==> config.mk <==
export PLATFORM = sky130hd
export DESIGN_NAME = store_unit
export DESIGN_NICKNAME = d
export VERILOG_FILES = /design/src/rtl/store_unit.sv
export SDC_FILE = /design/constraint.sdc
export NUM_CORES = 1
export LEC_CHECK = 0
export BUFFER_PORTS_ARGS = -buffer_cell sky130_fd_sc_hd__buf_2
export CORE_MARGIN = 2
export CORE_UTILIZATION = 44
export CTS_CLUSTER_SIZE = 24
export DETAILED_ROUTE_END_ITERATION = 10
export GPL_ROUTABILITY_DRIVEN = 0
export PLACE_DENSITY = 0.77
export SETUP_SLACK_MARGIN = 0.02
export SYNTH_ARGS = -nofsm -noshare
export SYNTH_HDL_FRONTEND = slang
export SYNTH_SLANG_ARGS = --single-unit
==> constraint.sdc <==
create_clock -name clk_i -period 1.8 [get_ports clk_i]
set_input_delay 0.27 -clock clk_i [delete_from_list [all_inputs] [get_ports clk_i]]
set_output_delay 0.27 -clock clk_i [all_outputs]
set_load 0.01 [all_outputs]
==> src/rtl/store_unit.sv <==
// store_unit: store-side memory-stage helper.
// Takes one store per in_valid_i/in_ready_o handshake, checks its alignment,
// and turns each aligned store into a byte-strobed, lane-shifted 64-bit
// data-bus write. The write is held on the bus until dresp_data_ok_i, then
// done_o pulses for one cycle. A misaligned store never reaches the bus; it
// completes at once with done_o and misalign_o both set.
//
// Ports:
//   clk_i, reset_i      clock, synchronous active-high reset
//   in_valid_i          store request from the MEM stage
//   in_ready_o          high exactly while idle
//   addr_i, wdata_i     byte address, right-aligned store data
//   msize_i             access size (MSIZE1/2/4/8)
//   dreq_*_o            data-bus write request (valid, addr, size, strobe, data)
//   dresp_data_ok_i     bus write completed this cycle
//   done_o, misalign_o  registered completion pulse and its fault qualifier
//
// Parameter ZERO_UNUSED: 1 forces byte lanes whose strobe bit is 0 to zero
// on dreq_data_o; 0 leaves the shifted write data unmasked.
//
// state | meaning
// IDLE  | no store outstanding, ready to accept
// REQ   | aligned store presented on the bus, waiting for dresp_data_ok_i

package store_unit_pkg;
  typedef enum logic [1:0] {
    MSIZE1 = 2'd0,
    MSIZE2 = 2'd1,
    MSIZE4 = 2'd2,
    MSIZE8 = 2'd3
  } msize_t;
endpackage

module store_unit
  import store_unit_pkg::*;
#(
  parameter bit ZERO_UNUSED = 1'b1
) (
  input  logic        clk_i,
  input  logic        reset_i,
  input  logic        in_valid_i,
  output logic        in_ready_o,
  input  logic [63:0] addr_i,
  input  logic [63:0] wdata_i,
  input  msize_t      msize_i,
  output logic        dreq_valid_o,
  output logic [63:0] dreq_addr_o,
  output msize_t      dreq_size_o,
  output logic [7:0]  dreq_strobe_o,
  output logic [63:0] dreq_data_o,
  input  logic        dresp_data_ok_i,
  output logic        done_o,
  output logic        misalign_o
);

  typedef enum logic {
    IDLE = 1'b0,
    REQ  = 1'b1
  } state_t;

  state_t      state_q, state_d;
  logic [63:0] addr_q, addr_d;
  msize_t      size_q, size_d;
  logic [7:0]  strobe_q, strobe_d;
  logic [63:0] data_q, data_d;
  logic        done_q, done_d;
  logic        misalign_q, misalign_d;

  logic [2:0]  lane;
  logic        is_misaligned;
  logic [7:0]  strobe_new;
  logic [63:0] shifted;
  logic [63:0] data_new;

  assign lane = addr_i[2:0];

  always_comb begin
    is_misaligned = 1'b0;
    strobe_new    = 8'h00;
    unique case (msize_i)
      MSIZE1: begin
        strobe_new = 8'h01 << lane;
      end
      MSIZE2: begin
        is_misaligned = lane[0];
        strobe_new    = 8'h03 << lane;
      end
      MSIZE4: begin
        is_misaligned = |lane[1:0];
        strobe_new    = 8'h0F << lane;
      end
      MSIZE8: begin
        is_misaligned = |lane;
        strobe_new    = 8'hFF;
      end
      default: begin
        is_misaligned = 1'b0;
        strobe_new    = 8'h00;
      end
    endcase
  end

  // Bytes shifted past lane 7 fall off the top of the bus word.
  assign shifted = wdata_i << {lane, 3'b000};

  always_comb begin
    data_new = shifted;
    if (ZERO_UNUSED) begin
      for (int i = 0; i < 8; i++) begin
        if (!strobe_new[i]) begin
          data_new[8*i +: 8] = 8'h00;
        end
      end
    end
  end

  always_comb begin
    state_d    = state_q;
    addr_d     = addr_q;
    size_d     = size_q;
    strobe_d   = strobe_q;
    data_d     = data_q;
    done_d     = 1'b0;
    misalign_d = 1'b0;
    unique case (state_q)
      IDLE: begin
        if (in_valid_i) begin
          if (is_misaligned) begin
            // Faulted store completes immediately; bus registers untouched.
            done_d     = 1'b1;
            misalign_d = 1'b1;
          end else begin
            addr_d   = addr_i;
            size_d   = msize_i;
            strobe_d = strobe_new;
            data_d   = data_new;
            state_d  = REQ;
          end
        end
      end
      REQ: begin
        if (dresp_data_ok_i) begin
          done_d  = 1'b1;
          state_d = IDLE;
        end
      end
      default: begin
        state_d = IDLE;
      end
    endcase
  end

  always_ff @(posedge clk_i) begin
    if (reset_i) begin
      state_q    <= IDLE;
      addr_q     <= '0;
      size_q     <= MSIZE1;
      strobe_q   <= '0;
      data_q     <= '0;
      done_q     <= 1'b0;
      misalign_q <= 1'b0;
    end else begin
      state_q    <= state_d;
      addr_q     <= addr_d;
      size_q     <= size_d;
      strobe_q   <= strobe_d;
      data_q     <= data_d;
      done_q     <= done_d;
      misalign_q <= misalign_d;
    end
  end

  assign in_ready_o    = (state_q == IDLE);
  assign dreq_valid_o  = (state_q == REQ);
  assign dreq_addr_o   = addr_q;
  assign dreq_size_o   = size_q;
  assign dreq_strobe_o = strobe_q;
  assign dreq_data_o   = data_q;
  assign done_o        = done_q;
  assign misalign_o    = misalign_q;

endmodule
==> results by group, run 1 <==
Run status
  – Outcome: complete, no violations

Placement
  – Half-perimeter wire length after detailed placement: 15.6 mm
  – Placed cell count: 1212
  – Pre-CTS setup slack: -0.574 ns
  – Quantity of I/O buffers inserted on ports: 275

GRT
  – Total GRT Usage: 0.261
  – Maximum number of pins on one net before global-route repair: 58
  – Number of antenna violations at the first check in global routing: 5
  – Vias in the first global route: 6208
  – Overflow left after global routing: 0
  – First-pass GRT wire length: 33.2 mm

Die
  – Floorplan die height: 127 um
  – Die X: 127 um
  – Initial Utilization: 0.445
  – Number of top-level design ports: 276
  – FP Rows: 45
  – Area of the die: 16200 um2
  – Standard cell core area: 15000 um2

Detailed routing
  – Length of routed met2 wiring: 10.0 mm
  – Average vias per placed instance: 5.38
  – Number of DRC violations after detailed routing: 0
  – Via count: 6723
  – DR WL/cell: 17.4 um
  – Total wire length: 21.7 mm
  – DR iter-0 viols: 439
  – Number of detailed-route iterations in the first pass: 7
  – Top layer reached by signal wires: met4
  – Wire length on met3: 1.61 mm
  – Number of antenna-violating nets in the routed design: 0
  – Length of routed wiring on met1: 9.43 mm

Final layout
  – Net count, final: 1182
  – Fraction of layout cells with a size suffix above 1: 0.367
  – Combined area of the multi-input logic cells: 3600 um2
  – Final non-filler cell total: 1249
  – Reg area: 2820 um2
  – Layout overhead on the synthesized area: 37.1%
  – Number of filler cells placed in the layout: 1319

STA
  – Final number of max-transition violations: 0
  – Final number of hold-violating endpoints: 0
  – Final critical path time including I/O delays and setup: 1.69 ns
  – Final worst setup slack: 0.113 ns
  – Final clock period utilization by the worst path: 0.937
  – Total of endpoints with negative setup slack in the final report: 0
  – Slew at the pin closest to its max-slew limit: 0.739 ns
  – Fmax achieved: 0.593 GHz
  – Final clock skew: 0.00720 ns
  – Worst-case headroom to the max-slew limit: 0.506
  – Setup repair after global routing missed its margin: no

Setup path
  – Largest stage delay, worst path: 0.50 ns
  – Category of cells accounting for the largest share of critical-path delay: simple AND/OR/NAND/NOR gates
  – Critical Path End Type: register
  – Critical path data arrival time: 2.00 ns
  – Data required time at the worst endpoint: 2.11 ns
  – Slowest library cell on the worst path: sky130_fd_sc_hd__or3b_2
  – Sort of element at the start of the critical path: primary input
  – Largest driver fanout on the critical path: 8
  – Start-to-end type of the worst setup path: in2reg
  – Count of buffering cells on the critical path with inverters included: 3
  – Cell-by-cell listing of the critical path: buf_2 > inv_1 > ha_1 > or3b_2 > a21oi_1 > nor3_2 > buf_4 > a32o_1

Clocking
  – Register clock-pin slew on the reported worst setup and hold paths: 0.06 ns
  – Maximum buffer depth of the clock tree: 2
  – Clock tree root buffer cell: sky130_fd_sc_hd__clkbuf_16
  – Depth of the CTS H-tree: 4
  – TritonCTS clock tree: yes
  – Sink count of the clock tree: 141
  – Insertion delay to the later sink of the worst-skew pair: 0.43 ns
  – Post-CTS repair timing setup buffer count: 0
  – Number of buffers created by CTS: 17

Pwr
  – Psw: 0.00235 W
  – P_leak: 4.25 nW
  – Internal cell power: 0.00630 W
  – Power share of the combinational group: 0.182
  – Power density normalized to cell area: 943 nW/um2
  – Clock network fraction of total power: 0.428
  – Net switching share of the total power: 0.272
  – Worst-case vdd ir drop: 728 uV
  – Sequential power share: 0.391

Synth
  – Syn_nets: 897
  – Count of warnings emitted by yosys: 0
  – Async S/R FF share, synth: 0
  – Part of the Yosys area used for sequential elements: 0.422
  – Number of flops mapped to enable cells by yosys: 0
  – Flip-flop cell with the highest count after synthesis: sky130_fd_sc_hd__dfxtp_1
  – Proportion of netlist area held by the largest area contributor: 0.422
  – Cells after Synth: 759
  – Mapped Avg Cell Area: 8.82 um2
  – Unique cell type count in the Yosys netlist: 48
  – Flop and latch count out of synthesis: 141
  – Largest area contributor in the netlist: sky130_fd_sc_hd__dfxtp_1
  – Synth top area cells: sky130_fd_sc_hd__dfxtp_1, sky130_fd_sc_hd__mux2i_1, sky130_fd_sc_hd__nand2_1
  – Post-Synthesis Cell Area: 6690 um2

Job
  – Max Cap Violations: 0

Min path
  – Class of the tightest hold or removal check: in2reg
==> placed cells by master, fill, tap and decap left out, types with 2 or more instances in the layout <==
master	netlist	layout
sky130_fd_sc_hd__buf_2	28	274
sky130_fd_sc_hd__nand2_1	156	156
sky130_fd_sc_hd__dfxtp_1	141	141
sky130_fd_sc_hd__a21oi_1	102	102
sky130_fd_sc_hd__mux2i_1	66	66
sky130_fd_sc_hd__buf_4	5	45
sky130_fd_sc_hd__o2bb2ai_1	32	32
sky130_fd_sc_hd__nor2_1	31	30
sky130_fd_sc_hd__clkbuf_16	0	17
sky130_fd_sc_hd__nor3_1	16	16
sky130_fd_sc_hd__a22o_1	15	15
sky130_fd_sc_hd__nand2b_1	14	14
sky130_fd_sc_hd__o21ai_0	14	14
sky130_fd_sc_hd__mux4_2	13	13
sky130_fd_sc_hd__a22oi_1	11	11
sky130_fd_sc_hd__nand3b_1	10	10
sky130_fd_sc_hd__o211ai_1	8	8
sky130_fd_sc_hd__nand3_1	8	8
sky130_fd_sc_hd__nor2b_1	7	7
sky130_fd_sc_hd__buf_12	0	7
sky130_fd_sc_hd__inv_1	6	6
sky130_fd_sc_hd__a211oi_1	6	6
sky130_fd_sc_hd__diode_2	0	5
sky130_fd_sc_hd__clkinv_4	0	5
sky130_fd_sc_hd__bufinv_16	0	4
sky130_fd_sc_hd__mux2_2	3	3
sky130_fd_sc_hd__o32a_1	3	3
sky130_fd_sc_hd__o22a_1	3	3
sky130_fd_sc_hd__a32o_1	3	3
sky130_fd_sc_hd__ha_1	4	3
sky130_fd_sc_hd__a211oi_4	0	2
sky130_fd_sc_hd__nor2_4	0	2
sky130_fd_sc_hd__o31ai_1	2	2
sky130_fd_sc_hd__nor3_2	2	2
sky130_fd_sc_hd__clkbuf_1	27	2
sky130_fd_sc_hd__inv_6	0	2
==> registers in the layout, indices dropped and copies added (netlist names) <==
signal and flops:
dreq_size_o 2, done_o 1, dreq_addr_o 64, dreq_data_o 64, dreq_valid_o 1, misalign_o 1
dreq_strobe_o 8
==> worst min-delay path, cell delays in order <==
cell and delay, ns:
sky130_fd_sc_hd__buf_2 0.09, sky130_fd_sc_hd__nand2_1 0.04, sky130_fd_sc_hd__a21oi_1 0.05
==> path summary, 6_finish.rpt <==
path / from / endpoint / slack (ns) / cells past startpoint
setup / recovery: msize_i[0] / dreq_data_o[27] / 0.11 / 8
hold / removal: addr_i[28] / dreq_addr_o[28] / 0.08 / 3
hold reg to reg: dreq_addr_o[41] / dreq_addr_o[41] / 0.45 / 2
setup reg to reg: dreq_valid_o / dreq_data_o[6] / 0.20 / 6
==> stage by stage <==
| stage | cell area, um2 | util | hold slack, ns | setup TNS [ns] | total power (W) |
|---|---|---|---|---|---|
| finish | 9180 | 0.611 | 0.0802 | 0 | 0.00866 |
| global route | 9180 | 0.611 | 0.0613 | 0 | 0.00902 |
| CTS | 9160 | 0.609 | 0.0618 | 0 | 0.00870 |
| detailed placement | 8530 | 0.567 | 0.443 | -49.34 | 0.00500 |
| global placement | 8530 | 0.567 | 0.438 | -41.63 | 0.00497 |
| floorplan | 6710 | - | 0.406 | 0 | 0.00433 |
==> synth_stat cells (2+ instances only) <==
| library cell | number |
|---|---|
| sky130_fd_sc_hd__a211oi_1 | 6 |
| sky130_fd_sc_hd__a211oi_2 | 2 |
| sky130_fd_sc_hd__a21oi_1 | 102 |
| sky130_fd_sc_hd__a22o_1 | 15 |
| sky130_fd_sc_hd__a22oi_1 | 11 |
| sky130_fd_sc_hd__a32o_1 | 3 |
| sky130_fd_sc_hd__buf_1 | 2 |
| sky130_fd_sc_hd__buf_2 | 28 |
| sky130_fd_sc_hd__buf_4 | 5 |
| sky130_fd_sc_hd__clkbuf_1 | 27 |
| sky130_fd_sc_hd__dfxtp_1 | 141 |
| sky130_fd_sc_hd__ha_1 | 4 |
| sky130_fd_sc_hd__inv_1 | 6 |
| sky130_fd_sc_hd__mux2_2 | 3 |
| sky130_fd_sc_hd__mux2i_1 | 66 |
| sky130_fd_sc_hd__mux4_2 | 13 |
| sky130_fd_sc_hd__nand2_1 | 156 |
| sky130_fd_sc_hd__nand2b_1 | 14 |
| sky130_fd_sc_hd__nand3_1 | 8 |
| sky130_fd_sc_hd__nand3b_1 | 10 |
| sky130_fd_sc_hd__nor2_1 | 31 |
| sky130_fd_sc_hd__nor2b_1 | 7 |
| sky130_fd_sc_hd__nor3_1 | 16 |
| sky130_fd_sc_hd__nor3_2 | 2 |
| sky130_fd_sc_hd__o211ai_1 | 8 |
| sky130_fd_sc_hd__o21ai_0 | 14 |
| sky130_fd_sc_hd__o22a_1 | 3 |
| sky130_fd_sc_hd__o2bb2ai_1 | 32 |
| sky130_fd_sc_hd__o31a_1 | 2 |
| sky130_fd_sc_hd__o31ai_1 | 2 |
| sky130_fd_sc_hd__o32a_1 | 3 |
==> cell families after synthesis <==
group	share of synthesized area
simple gates	0.166
buf+inv	0.0467
flops	0.422
compound gates	0.211
fa+ha+maj	0.00748
mux	0.147
==> repair_timing <==
action | CTS | global route
gates cloned | 1 | 0
hold buffers | 0 | 0
setup endpoints to repair | 48 | 50
resized for setup | 1 | 2
==> cell type report <==
| cell class | instances | area share |
|---|---|---|
| tap | 188 | 0.0256 |
| antenna | 5 | 0.00136 |
| clock inverter | 12 | 0.0206 |
| sequential | 141 | 0.307 |
| clock buffer | 19 | 0.0472 |
| timing repair buffer | 327 | 0.203 |
| multi-input combinational | 550 | 0.392 |
| inverter | 7 | 0.00286 |
==> metal layers <==
| layer | GRT usage | vias up |
|---|---|---|
| met5 | 0 | - |
| met4 | 0.109 | 0 |
| met3 | 0.0724 | 49 |
| met2 | 0.404 | 280 |
| met1 | 0.345 | 3104 |
| li1 | - | 3290 |
==> power groups by stage <==
stage               Combinational, W  Sequential [W]  Clock (W)
floorplan                   0.000793         0.00353          0
global placement             0.00153         0.00344          0
detailed placement           0.00155         0.00345          0
CTS                          0.00156         0.00338    0.00375
global route                 0.00171         0.00340    0.00391
finish                       0.00157         0.00338    0.00370
(Power assumes the default switching activity.)
==> run 2, diff against run 1 <==
--- a/config.mk
+++ b/config.mk
@@ -7,11 +7,11 @@
 export LEC_CHECK = 0
 export BUFFER_PORTS_ARGS = -buffer_cell sky130_fd_sc_hd__buf_2
 export CORE_MARGIN = 2
-export CORE_UTILIZATION = 44
+export CORE_UTILIZATION = 49
 export CTS_CLUSTER_SIZE = 24
 export DETAILED_ROUTE_END_ITERATION = 10
 export GPL_ROUTABILITY_DRIVEN = 0
-export PLACE_DENSITY = 0.77
+export PLACE_DENSITY = 0.81
 export SETUP_SLACK_MARGIN = 0.02
 export SYNTH_ARGS = -nofsm -noshare
 export SYNTH_HDL_FRONTEND = slang
==> constraint.sdc (replaced) <==
create_clock -name clk_i -period 1.65 [get_ports clk_i]
set_input_delay 0.2475 -clock clk_i [delete_from_list [all_inputs] [get_ports clk_i]]
set_output_delay 0.2475 -clock clk_i [all_outputs]
set_load 0.01 [all_outputs]
==> run 2 against run 1 <==
Net effect:
- sequential share of layout area decreased by 0.62 points
- register-to-register slack got worse by 0.15 ns
- clock skew about the same
- utilization increased by 9.4 points
- critical path depth increased by 1
- clock power decreased by 4%
- worst setup slack got worse by 0.070 ns
- total power increased by 4.6%
- cell count increased by 0.16%
- critical path type unchanged
- highest routed layer unchanged
==> results by group, run 2 (same netlist as run 1, synthesis figures left out) <==
Setup path
  – Data required time at the worst endpoint: 2.00 ns (was 2.11 ns)
  – Sort of element at the start of the critical path: primary input (unchanged)
  – R2R setup slack: 0.05 ns (was 0.20 ns)
  – Largest driver fanout on the critical path: 8 (unchanged)
  – Start-to-end type of the worst setup path: in2reg (unchanged)
  – Critical path data arrival time: 1.96 ns (was 2.00 ns)
  – Critical Path End Type: register (unchanged)

Final layout
  – Net count, final: 1195 (was 1182)
  – Utilization of the core after routing: 0.705 (was 0.611)
  – Most common cell after layout, fill and taps aside: sky130_fd_sc_hd__buf_2 (unchanged)
  – Post-Layout Inst Area: 9370 um2 (was 9180 um2)
  – Final non-filler cell total: 1251 (was 1249)
  – Fraction of layout cells with a size suffix above 1: 0.396 (was 0.367)
  – Layout overhead on the synthesized area: 40.0% (was 37.1%)
  – Top library cells by usage in the layout, fill and taps aside: sky130_fd_sc_hd__buf_2, sky130_fd_sc_hd__nand2_1, sky130_fd_sc_hd__dfxtp_1 (unchanged)

GRT
  – Number of antenna violations at the first check in global routing: 5 (unchanged)
  – Vias in the first global route: 6437 (was 6208)
  – Maximum number of pins on one net before global-route repair: 50 (was 58)
  – First-pass GRT wire length: 32.5 mm (was 33.2 mm)
  – Total GRT Usage: 0.282 (was 0.261)
  – Overflow left after global routing: 0 (unchanged)

Clocking
  – Total of hold buffers inserted after clock tree synthesis: 0 (unchanged)
  – Sink count of the clock tree: 141 (unchanged)
  – Clock tree root buffer cell: sky130_fd_sc_hd__clkbuf_16 (unchanged)
  – TritonCTS clock tree: yes (unchanged)
  – Depth of the CTS H-tree: 4 (unchanged)
  – Maximum buffer depth of the clock tree: 2 (unchanged)
  – Number of buffers created by CTS: 17 (unchanged)
  – Insertion delay to the later sink of the worst-skew pair: 0.42 ns (was 0.43 ns)
  – Post-CTS repair timing setup buffer count: 0 (unchanged)
  – Register clock-pin slew on the reported worst setup and hold paths: 0.06 ns (about the same)

Detailed routing
  – DR WL/cell: 17.4 um (about the same)
  – Number of antenna-violating nets in the routed design: 0 (unchanged)
  – Average vias per placed instance: 5.58 (was 5.38)
  – Via count: 6978 (was 6723)
  – Number of DRC violations after detailed routing: 0 (unchanged)
  – Number of detailed-route iterations in the first pass: 5 (was 7)
  – Total wire length: 21.7 mm (about the same)
  – DR iter-0 viols: 688 (was 439)

Min path
  – Class of the tightest hold or removal check: in2reg (unchanged)

STA
  – Total of endpoints with negative setup slack in the final report: 0 (unchanged)
  – Slew at the pin closest to its max-slew limit: 0.736 ns (was 0.739 ns)
  – Final worst setup slack: 0.0429 ns (was 0.113 ns)
  – Worst-case headroom to the max-slew limit: 0.508 (was 0.506)
  – Final clock skew: 0.00677 ns (was 0.00720 ns)
  – Fmax achieved: 0.622 GHz
  – Final number of max-transition violations: 0 (unchanged)
  – Final clock period utilization by the worst path: 0.974
  – Final critical path time including I/O delays and setup: 1.61 ns
  – Final number of hold-violating endpoints: 0 (unchanged)
  – Setup repair after global routing missed its margin: yes (was no)

Die
  – Area of the die: 14600 um2 (was 16200 um2)
  – Initial Utilization: 0.503 (was 0.445)
  – Number of top-level design ports: 276 (unchanged)
  – FP Rows: 42 (was 45)
  – Standard cell core area: 13300 um2 (was 15000 um2)
  – Floorplan die height: 121 um (was 127 um)
  – Die X: 121 um (was 127 um)

Placement
  – Pre-CTS setup slack: -0.658 ns (was -0.574 ns)
  – Quantity of I/O buffers inserted on ports: 275 (unchanged)
  – Placed cell count: 1213 (was 1212)
  – Placed cell area: 8640 um2 (was 8530 um2)
  – Half-perimeter wire length after detailed placement: 15.6 mm (about the same)

Pwr
  – Power density normalized to cell area: 966 nW/um2 (was 943 nW/um2)
  – Psw: 0.00269 W (was 0.00235 W)
  – Internal cell power: 0.00637 W (was 0.00630 W)
  – Sequential power share: 0.408 (was 0.391)
  – P_leak: 4.31 nW (was 4.25 nW)
  – Worst-case vdd ir drop: 770 uV (was 728 uV)
  – Power share of the combinational group: 0.201 (was 0.182)
  – Net switching share of the total power: 0.297 (was 0.272)
  – Clock network fraction of total power: 0.392 (was 0.428)

Run status
  – Outcome: complete, no violations (unchanged)

Job
  – Max Cap Violations: 0 (unchanged)
[run 2: cell count changes in the layout (fill, tap and decap cells not counted), moves of 2 or more]
cell,change
sky130_fd_sc_hd__ha_4,+2
sky130_fd_sc_hd__inv_8,+2
sky130_fd_sc_hd__clkbuf_1,-2
sky130_fd_sc_hd__inv_6,+5
sky130_fd_sc_hd__buf_4,+8
sky130_fd_sc_hd__buf_8,+2
sky130_fd_sc_hd__ha_1,-2
sky130_fd_sc_hd__clkinv_2,+2
sky130_fd_sc_hd__buf_6,+4
sky130_fd_sc_hd__clkinvlp_4,+2
sky130_fd_sc_hd__o2bb2ai_1,-6
sky130_fd_sc_hd__o2bb2ai_2,+6
sky130_fd_sc_hd__clkinv_4,-3
sky130_fd_sc_hd__bufinv_16,-4
[run 2: metrics by stage]
stage | TNS [ns] | hold WS (ns) | total power, W
after floorplan | -0.963 | 0.383 | 0.00477
after global placement | -57.25 | 0.437 | 0.00544
after detailed placement | -59.19 | 0.441 | 0.00547
after CTS | -4.58 | 0.0418 | 0.00902
after global routing | -0.0427 | 0.0391 | 0.00941
final | 0 | 0.0568 | 0.00906
[run 2: cell type report]
| class | count | area (um2) |
|---|---|---|
| flip-flops and latches | 141 | 2820 |
| repair buffers | 340 | 2000 |
| well taps | 176 | 220 |
| clock buffers | 17 | 425 |
| diodes | 5 | 12.5 |
| multi-input cells | 550 | 3740 |
| clock inverters | 15 | 126 |
| fillers | 1030 | 3920 |
| inverters | 7 | 30.0 |
[run 2: metal layers]
| layer | vias up | share of wire | GRT usage |
|---|---|---|---|
| met3 | 50 | 0.077 | 0.0639 |
| met1 | 3260 | 0.42 | 0.363 |
| met2 | 348 | 0.48 | 0.449 |
| met4 | 0 | 0.029 | 0.132 |
| met5 | - | 0 | 0 |
| li1 | 3320 | - | - |
[run 2: repair_timing]
item / 4_1_cts / 5_1_grt
gates resized for setup: 2 / 33
setup endpoints to repair: 77 / 101
gates cloned: 0 / 1
pin swaps: 22 / 11
[run 2: path summary, 6_finish.rpt]
kind,startpoint,to,cells past startpoint
worst max-delay path,msize_i[0],dreq_data_o[8],9
worst min-delay path,addr_i[42],dreq_addr_o[42],3
worst max register to register,dreq_valid_o,dreq_data_o[8],6
worst min register to register,dreq_addr_o[50],dreq_addr_o[50],2
[run 2: power by group through the flow]
stage / Sequential (W) / Combinational (W) / Clock, W
after floorplan: 0.00386 / 0.000914 / 0
after global placement: 0.00376 / 0.00169 / 0
after detailed placement: 0.00376 / 0.00171 / 0
after CTS: 0.00369 / 0.00173 / 0.00361
after global routing: 0.00371 / 0.00196 / 0.00374
final: 0.00369 / 0.00182 / 0.00355
[run 2: worst max-delay path, stage by stage]
cell                         delay [ns]
sky130_fd_sc_hd__buf_4             0.12
sky130_fd_sc_hd__clkinvlp_4        0.12
sky130_fd_sc_hd__ha_4              0.18
sky130_fd_sc_hd__a211oi_4          0.25
sky130_fd_sc_hd__buf_4             0.20
sky130_fd_sc_hd__o31a_1            0.32
sky130_fd_sc_hd__o311ai_2          0.18
sky130_fd_sc_hd__buf_4             0.21
sky130_fd_sc_hd__o2bb2ai_1         0.13
==> run 3, diff against run 2 <==
--- a/config.mk
+++ b/config.mk
@@ -11,7 +11,7 @@
 export CTS_CLUSTER_SIZE = 24
 export DETAILED_ROUTE_END_ITERATION = 10
 export GPL_ROUTABILITY_DRIVEN = 0
-export PLACE_DENSITY = 0.81
+export PLACE_DENSITY = 0.91
 export SETUP_SLACK_MARGIN = 0.02
 export SYNTH_ARGS = -nofsm -noshare
 export SYNTH_HDL_FRONTEND = slang
==> run 3 against run 2 <==
Net effect:
- flip-flop and latch count stayed put
- sequential share of layout area is 0.088 points lower
- clock skew is 0.0024 ns lower
- total power is 2.9% higher
- worst hold slack better by 0.0061 ns
- design area is 0.29% higher
- critical path depth stayed put
- utilization is 0.21 points higher
- first-iteration DRC count is 15% higher
==> results by group, run 3 (same netlist as run 1, synthesis figures left out) <==
Run status
  – Outcome: complete, no violations (unchanged)

Detailed routing
  – Top layer reached by signal wires: met4 (unchanged)
  – Number of DRC violations after detailed routing: 0 (unchanged)
  – Wire length on met3: 2.36 mm (was 1.66 mm)
  – DR WL/cell: 18.8 um (was 17.4 um)
  – Number of antenna-violating nets in the routed design: 0 (unchanged)
  – Total wire length: 23.5 mm (was 21.7 mm)
  – Length of routed wiring on met1: 8.99 mm (was 9.11 mm)
  – Average vias per placed instance: 5.82 (was 5.58)
  – DR iter-0 viols: 791 (was 688)
  – Number of detailed-route iterations in the first pass: 6 (was 5)
  – Via count: 7255 (was 6978)
  – Length of routed met2 wiring: 11.0 mm (was 10.3 mm)

Job
  – Max Cap Violations: 0 (unchanged)

STA
  – Setup repair after global routing missed its margin: yes (unchanged)
  – Worst-case headroom to the max-slew limit: 0.519 (was 0.508)
  – Fmax achieved: 0.618 GHz (was 0.622 GHz)
  – Final worst setup slack: 0.0326 ns (was 0.0429 ns)
  – Final number of hold-violating endpoints: 0 (unchanged)
  – Final clock period utilization by the worst path: 0.980 (was 0.974)
  – Slew at the pin closest to its max-slew limit: 0.720 ns (was 0.736 ns)
  – Total of endpoints with negative setup slack in the final report: 0 (unchanged)
  – Final clock skew: 0.00437 ns (was 0.00677 ns)
  – Final number of max-transition violations: 0 (unchanged)
  – Final-layout setup total negative slack: 0 ns (unchanged)
  – Final critical path time including I/O delays and setup: 1.62 ns (was 1.61 ns)

Die
  – Die X: 121 um (unchanged)
  – FP Rows: 42 (unchanged)
  – Area of the die: 14600 um2 (unchanged)
  – Number of top-level design ports: 276 (unchanged)
  – Floorplan die height: 121 um (unchanged)
  – Initial Utilization: 0.503 (unchanged)
  – Standard cell core area: 13300 um2 (unchanged)

Setup path
  – Critical path data arrival time: 1.92 ns (was 1.96 ns)
  – Data required time at the worst endpoint: 1.95 ns (was 2.00 ns)
  – Critical Path End Type: register (unchanged)
  – Largest driver fanout on the critical path: 5 (was 8)
  – Start-to-end type of the worst setup path: in2reg (unchanged)
  – Sort of element at the start of the critical path: primary input (unchanged)

Final layout
  – Final non-filler cell total: 1246 (was 1251)
  – Net count, final: 1188 (was 1195)
  – Fraction of layout cells with a size suffix above 1: 0.384 (was 0.396)
  – Number of filler cells placed in the layout: 987 (was 1030)
  – Reg area: 2820 um2 (unchanged)
  – Most common cell after layout, fill and taps aside: sky130_fd_sc_hd__buf_2 (unchanged)
  – Layout overhead on the synthesized area: 40.4% (was 40.0%)
  – Combined area of the multi-input logic cells: 3680 um2 (was 3740 um2)
  – Top library cells by usage in the layout, fill and taps aside: sky130_fd_sc_hd__buf_2, sky130_fd_sc_hd__nand2_1, sky130_fd_sc_hd__dfxtp_1 (unchanged)

GRT
  – Total GRT Usage: 0.302 (was 0.282)
  – Number of antenna violations at the first check in global routing: 7 (was 5)
  – Overflow left after global routing: 0 (unchanged)
  – Maximum number of pins on one net before global-route repair: 67 (was 50)
  – First-pass GRT wire length: 34.7 mm (was 32.5 mm)
  – Vias in the first global route: 6722 (was 6437)

Pwr
  – P_leak: 4.31 nW (about the same)
  – Worst-case vdd ir drop: 842 uV (was 770 uV)
  – Power density normalized to cell area: 992 nW/um2 (was 966 nW/um2)
  – Total power draw: 0.00932 W (was 0.00906 W)

Clocking
  – Register clock-pin slew on the reported worst setup and hold paths: 0.06 ns (about the same)
  – Sink count of the clock tree: 141 (unchanged)
  – Depth of the CTS H-tree: 4 (unchanged)
  – Maximum buffer depth of the clock tree: 2 (unchanged)
  – Clock tree root buffer cell: sky130_fd_sc_hd__clkbuf_16 (unchanged)
  – TritonCTS clock tree: yes (unchanged)
  – Insertion delay to the later sink of the worst-skew pair: 0.41 ns (was 0.42 ns)
  – Total of hold buffers inserted after clock tree synthesis: 0 (unchanged)
  – Number of buffers created by CTS: 17 (unchanged)

Min path
  – Class of the tightest hold or removal check: in2reg (unchanged)

Placement
  – Quantity of I/O buffers inserted on ports: 275 (unchanged)
  – Half-perimeter wire length after detailed placement: 15.8 mm (was 15.6 mm)
  – Pre-CTS setup slack: -0.675 ns (was -0.658 ns)
  – Placed cell count: 1200 (was 1213)
run 3: cell count changes in the layout (fill, tap and decap cells not counted), sizes merged:
cell / before / now
clkinvlp: 3 / 5
diode: 5 / 7
bufinv: 0 / 2
buf: 340 / 330
bufbuf: 0 / 1
inv: 15 / 8
clkbuf: 17 / 22
run 3: report_power, final:
group / total (W) / switching, W / internal [W]
clock network: 0.00375 / 0.00147 / 0.00228
registers: 0.00370 / 0.0000982 / 0.00360
logic: 0.00188 / 0.00106 / 0.000824
total: 0.00932 / 0.00262 / 0.00670
run 3: area by class of cell:
type | instances | share of cell area
multi-input combinational | 550 | 0.392
sequential | 141 | 0.300
timing repair buffer | 333 | 0.217
clock buffer | 20 | 0.0475
tap | 176 | 0.0234
clock inverter | 12 | 0.0148
inverter | 7 | 0.00319
antenna | 7 | 0.00186
run 3: routing by layer:
metal	GRT usage	vias up
met5	0	-
met1	0.373	3369
met2	0.476	494
li1	-	3305
met3	0.0902	87
met4	0.160	0
run 3: final timing paths:
path | start | slack, ns | endpoint | depth (start not counted)
setup reg to reg | dreq_valid_o | 0.11 | dreq_addr_o[14] | 6
setup / recovery | msize_i[1] | 0.03 | dreq_strobe_o[6] | 9
hold reg to reg | dreq_addr_o[56] | 0.45 | dreq_addr_o[56] | 2
hold / removal | addr_i[29] | 0.06 | dreq_addr_o[29] | 3
run 3: critical path, cell delays in order:
cell	delay, ns
sky130_fd_sc_hd__buf_4	0.13
sky130_fd_sc_hd__buf_12	0.12
sky130_fd_sc_hd__ha_4	0.16
sky130_fd_sc_hd__buf_6	0.12
sky130_fd_sc_hd__or2_4	0.27
sky130_fd_sc_hd__and3_4	0.19
sky130_fd_sc_hd__o41ai_4	0.40
sky130_fd_sc_hd__buf_4	0.22
sky130_fd_sc_hd__nor2_1	0.05
run 3: per-stage QoR:
stage                     hold WS, ns   util  instance area (um2)
after floorplan                 0.383      -                 6830
after global placement          0.436  0.645                 8580
after detailed placement        0.441  0.645                 8580
after CTS                      0.0488  0.697                 9270
after global routing           0.0497  0.707                 9400
final                          0.0629  0.707                 9400
run 3: repair_timing:
item | in CTS | in global routing
pin swaps | 1 | 2
gates cloned | 3 | 2
resized for setup | 11 | 14
setup buffers | 1 | 1
endpoints found under the setup margin | 92 | 81
